### config.mk
export PLATFORM = sky130hd
export DESIGN_NAME = task3_majority_voter
export DESIGN_NICKNAME = d
export VERILOG_FILES = /design/src/rtl/task3_pkg.sv /design/src/rtl/task3_sat_counter.sv /design/src/rtl/task3_majority_voter.sv
export SDC_FILE = /design/constraint.sdc
export NUM_CORES = 1
export LEC_CHECK = 0
export CAP_MARGIN = 5
export CORE_AREA = 2 2 39 41
export DETAILED_ROUTE_END_ITERATION = 12
export DIE_AREA = 0 0 41 43
export PLACE_DENSITY_LB_ADDON = 0.2
export SLEW_MARGIN = 15
export SYNTH_ARGS = -nofsm -noshare
export SYNTH_HDL_FRONTEND = slang
export SYNTH_HIERARCHICAL = 1
export SYNTH_SLANG_ARGS = --single-unit
### constraint.sdc
create_clock -name clk -period 1.7 [get_ports clk]
set_clock_uncertainty 0.05 [all_clocks]
set_input_delay 0.34 -clock clk [delete_from_list [all_inputs] [get_ports clk]]
set_output_delay 0.34 -clock clk [all_outputs]
set_load 0.005 [all_outputs]
### src/rtl/task3_pkg.sv
// Shared constants and the majority function for the three-input voter.
package task3_pkg;

    // Default width of each dissent counter.
    localparam int TASK3_CNT_W = 8;

    // Bit positions of each voter inside the dissent vector {a,b,c}.
    localparam int IDX_A = 2;
    localparam int IDX_B = 1;
    localparam int IDX_C = 0;

    // Two-of-three majority.
    function automatic logic maj3(input logic a, input logic b, input logic c);
        return (a & b) | (b & c) | (a & c);
    endfunction

endpackage

### src/rtl/task3_sat_counter.sv
// Saturating up-counter with synchronous active-low clear; holds at all-ones.
module task3_sat_counter
    import task3_pkg::*;
#(
    parameter int W = TASK3_CNT_W
) (
    input  logic         clk,
    input  logic         clr_n_i,
    input  logic         inc_i,
    output logic [W-1:0] cnt_o
);

    logic [W-1:0] cnt_q;
    logic [W-1:0] cnt_d;

    // Next count: step by one on request unless already at the maximum.
    always_comb begin
        cnt_d = cnt_q;
        if (inc_i && (cnt_q != {W{1'b1}})) begin
            cnt_d = cnt_q + {{(W-1){1'b0}}, 1'b1};
        end
    end

    // Count register; clear wins over any increment.
    always_ff @(posedge clk) begin
        if (!clr_n_i) begin
            cnt_q <= '0;
        end else begin
            cnt_q <= cnt_d;
        end
    end

    assign cnt_o = cnt_q;

endmodule

### src/rtl/task3_majority_voter.sv
// Registered three-input majority voter with agreement and dissent reporting.
// Optional per-input saturating dissent counters exist only when the macro
// TASK3_DISSENT_CNT_EN is defined; without it the counter ports are absent.
module task3_majority_voter
    import task3_pkg::*;
#(
    parameter int CNT_W = TASK3_CNT_W
) (
    input  logic             clk,
    input  logic             rst_n,
    input  logic             a,
    input  logic             b,
    input  logic             c,
    output logic             d,
    output logic             unanimous,
    output logic [2:0]       dissent
`ifdef TASK3_DISSENT_CNT_EN
    ,
    output logic [CNT_W-1:0] dissent_cnt_a,
    output logic [CNT_W-1:0] dissent_cnt_b,
    output logic [CNT_W-1:0] dissent_cnt_c
`endif
);

    // Reject a degenerate counter width at elaboration.
    if (CNT_W < 1) begin : g_bad_cnt_w
        $error("CNT_W must be at least 1");
    end

    logic       d_q, d_d;
    logic       unanimous_q, unanimous_d;
    logic [2:0] dissent_q, dissent_d;

    // Majority, agreement and the odd-one-out marker from the current votes.
    // At most one dissent bit can be set: two dissenters would themselves
    // form the majority.
    always_comb begin
        d_d                = maj3(a, b, c);
        unanimous_d        = (a == b) && (b == c);
        dissent_d          = 3'b000;
        dissent_d[IDX_A]   = a ^ d_d;
        dissent_d[IDX_B]   = b ^ d_d;
        dissent_d[IDX_C]   = c ^ d_d;
    end

    // Output registers; reset clears everything and takes priority.
    always_ff @(posedge clk) begin
        if (!rst_n) begin
            d_q         <= 1'b0;
            unanimous_q <= 1'b0;
            dissent_q   <= 3'b000;
        end else begin
            d_q         <= d_d;
            unanimous_q <= unanimous_d;
            dissent_q   <= dissent_d;
        end
    end

    assign d         = d_q;
    assign unanimous = unanimous_q;
    assign dissent   = dissent_q;

`ifdef TASK3_DISSENT_CNT_EN
    // Counters are fed the unregistered dissent so they update on the same
    // edge that loads the dissent register.
    task3_sat_counter #(.W(CNT_W)) u_cnt_a (
        .clk     (clk),
        .clr_n_i (rst_n),
        .inc_i   (dissent_d[IDX_A]),
        .cnt_o   (dissent_cnt_a)
    );

    task3_sat_counter #(.W(CNT_W)) u_cnt_b (
        .clk     (clk),
        .clr_n_i (rst_n),
        .inc_i   (dissent_d[IDX_B]),
        .cnt_o   (dissent_cnt_b)
    );

    task3_sat_counter #(.W(CNT_W)) u_cnt_c (
        .clk     (clk),
        .clr_n_i (rst_n),
        .inc_i   (dissent_d[IDX_C]),
        .cnt_o   (dissent_cnt_c)
    );
`endif

endmodule

==> reports/qor.txt, run 1 <==
status: complete, no violations
CTS tree: built
power density of the placed cells: 816 nW/um^2
Area Overhead vs Synth: 83.8%
Worst Hold Path Cells: 2
Antenna diodes: 0
post-CTS setup buffers: 0
commonest non-fill, non-tap cell in the layout: clkdlybuf4s50_1
Power Total: 325 uW
Hold-fix buffers, CTS: 0
cts bufs inserted: 3
total negative slack: 0 ps
dpl hpwl: 368 um
Yosys cell types: 11
post-cts resize count: 0
largest net degree at the start of global routing: 7
antenna violations before repair: 0
routed vias/inst: 3.93
largest family of logic cells by synthesized area: simple AND/OR/NAND/NOR gates
CTS Buffer Depth: 2
WL final: 412 um
DRT Pass-1 Iters: 3
Worst Hold Class: in2reg
Core Box Area: 1380 um^2
routed length per instance: 7.63 um
CTS clk-pin slew, worst paths: 40 ps
Root Buffer: clkbuf_4
Synth Area in XOR/XNOR: 0
Die Area: 1760 um^2
remaining global-route overflow: 0
crit end category: register
Max Cap Viol: 0
Synth Area in Adders: 0.116
FF+latch count, synth: 5
Worst Setup Start Kind: primary input
Tcrit/Tclk final: 0.929
vias in the first global route: 211
Syn Nets: 26
most frequent cells in the layout: clkdlybuf4s50_1, buf_4, dfxtp_1
Final Setup Violations: 0
Synth Area in Compound Gates: 0.173
WHS: 750 ps
kind of critical path: in2reg
Final nets: 46
Max Fclk: 633 MHz
leakage power: 0.000169 uW
Syn Inst Count: 19
crit path DAT: 1690 ps
Rel. slew slack: 0.863
Syn Area/Cell: 11.4 um^2
Worst Hold Launch: rst_n
IO Count: 10
Worst Max-Slew Pin Slew: 204 ps
fraction of layout cells with a size suffix above 1: 0.237
synthesized area: 216 um^2
Residual DRC: 0
global placement routability congestion: 0.646
Worst EP required: 1820 ps
die width: 41 um
Period minus WS final: 1580 ps
via count: 212
Cell Rows: 14
RSZ-0062 raised after global routing: false
Hold EP: d$_SDFF_PN0_
sequential fraction of the synthesis area: 0.462
initial DRC count: 1
Finished Layout Cells: 54
Simple-Gate Fraction of Synth Area: 0.202
port bufs: 9
yosys warns: 6
Cells after DPL: 50
Final Max Tran Viols: 0
mux contribution to synthesized area: 0.0462
Initial Util: 0.156
Final Core Density: 0.288
Crit Path Max Fanout: 4
CTS Sinks: 5
total track usage: 0.0612
Die H: 43 um
filler instances: 148
endpoints failing hold: 0
first-pass GRT wire length: 690 um
H-tree depth: 1
post-route ant nets: 0
Worst VDD drop: 0.000192 V
## synth_stat cells
cell type	instances	area, um^2
nor2b_1	1	6.26
nand2b_1	1	6.26
nor3b_1	1	7.51
a21boi_1	2	15.0
ha_1	2	25.0
mux2i_1	1	10.0
a211oi_1	1	7.51
or4b_1	2	20.0
nand2_1	1	3.75
dfxtp_1	5	100
o21bai_1	2	15.0
## worst max-delay path, cell delays in order
cell and delay, ps:
clkdlybuf4s50_1 450, ha_1 250, or4b_1 520, a21boi_1 130
## worst max-delay path by stage
stage | from | end | slack (ps)
CTS | b | dissent[2]$_SDFF_PN0_ | 120
global route | b | dissent[2]$_SDFF_PN0_ | 70
finish | b | dissent[2]$_SDFF_PN0_ | 120
global placement | b | dissent[2]$_SDFF_PN0_ | -120
floorplan | b | dissent[0]$_SDFF_PN0_ | 410
detailed placement | b | dissent[2]$_SDFF_PN0_ | -130
## registers in the layout (all words and copies together) (netlist names)
signal and cells:
dissent 3, unanimous 1, d 1
## logic make-up (layout without fill, tap and decap cells)
| logic type | count (synthesis) | count (layout) |
|---|---|---|
| simple gates | 6 | 6 |
| compound gates | 5 | 5 |
| flops | 5 | 5 |
| fa+ha+maj | 2 | 2 |
| mux | 1 | 1 |
| buf+inv | 0 | 19 |
## layer usage
layer,routed length [um],track usage,vias up
li1,-,-,108
met4,0,0.0600,0
met2,218,0.0875,8
met5,0,0,-
met1,164,0.0579,96
met3,29,0.0314,0
## report_power, final
group / total [uW] / switching, uW / internal [uW]
sequential: 128 / 1.72 / 126
combinational: 63.0 / 20.2 / 42.8
clock: 134 / 45.3 / 88.5
## layout make-up
cell class	count	area, um^2	area share
timing repair buffer	15	135	0.340
multi-input combinational	14	116	0.292
clock buffer	4	26.3	0.0660
sequential	5	100	0.252
tap	16	20.0	0.0503
## per-stage QoR
stage	worst slack (ps)	cell area (um^2)
floorplan	407	216
global placement	-120	372
detailed placement	-135	372
CTS	115	398
global route	65.5	398
finish	121	398
(Power assumes the default switching activity.)
==> run 2, diff against run 1 <==
--- a/config.mk
+++ b/config.mk
@@ -5,7 +5,7 @@
 export SDC_FILE = /design/constraint.sdc
 export NUM_CORES = 1
 export LEC_CHECK = 0
-export CAP_MARGIN = 5
+export CAP_MARGIN = 30
 export CORE_AREA = 2 2 39 41
 export DETAILED_ROUTE_END_ITERATION = 12
 export DIE_AREA = 0 0 41 43
==> results of run 2 <==
The final DEF is identical to that of run 1; final timing and power are the same.
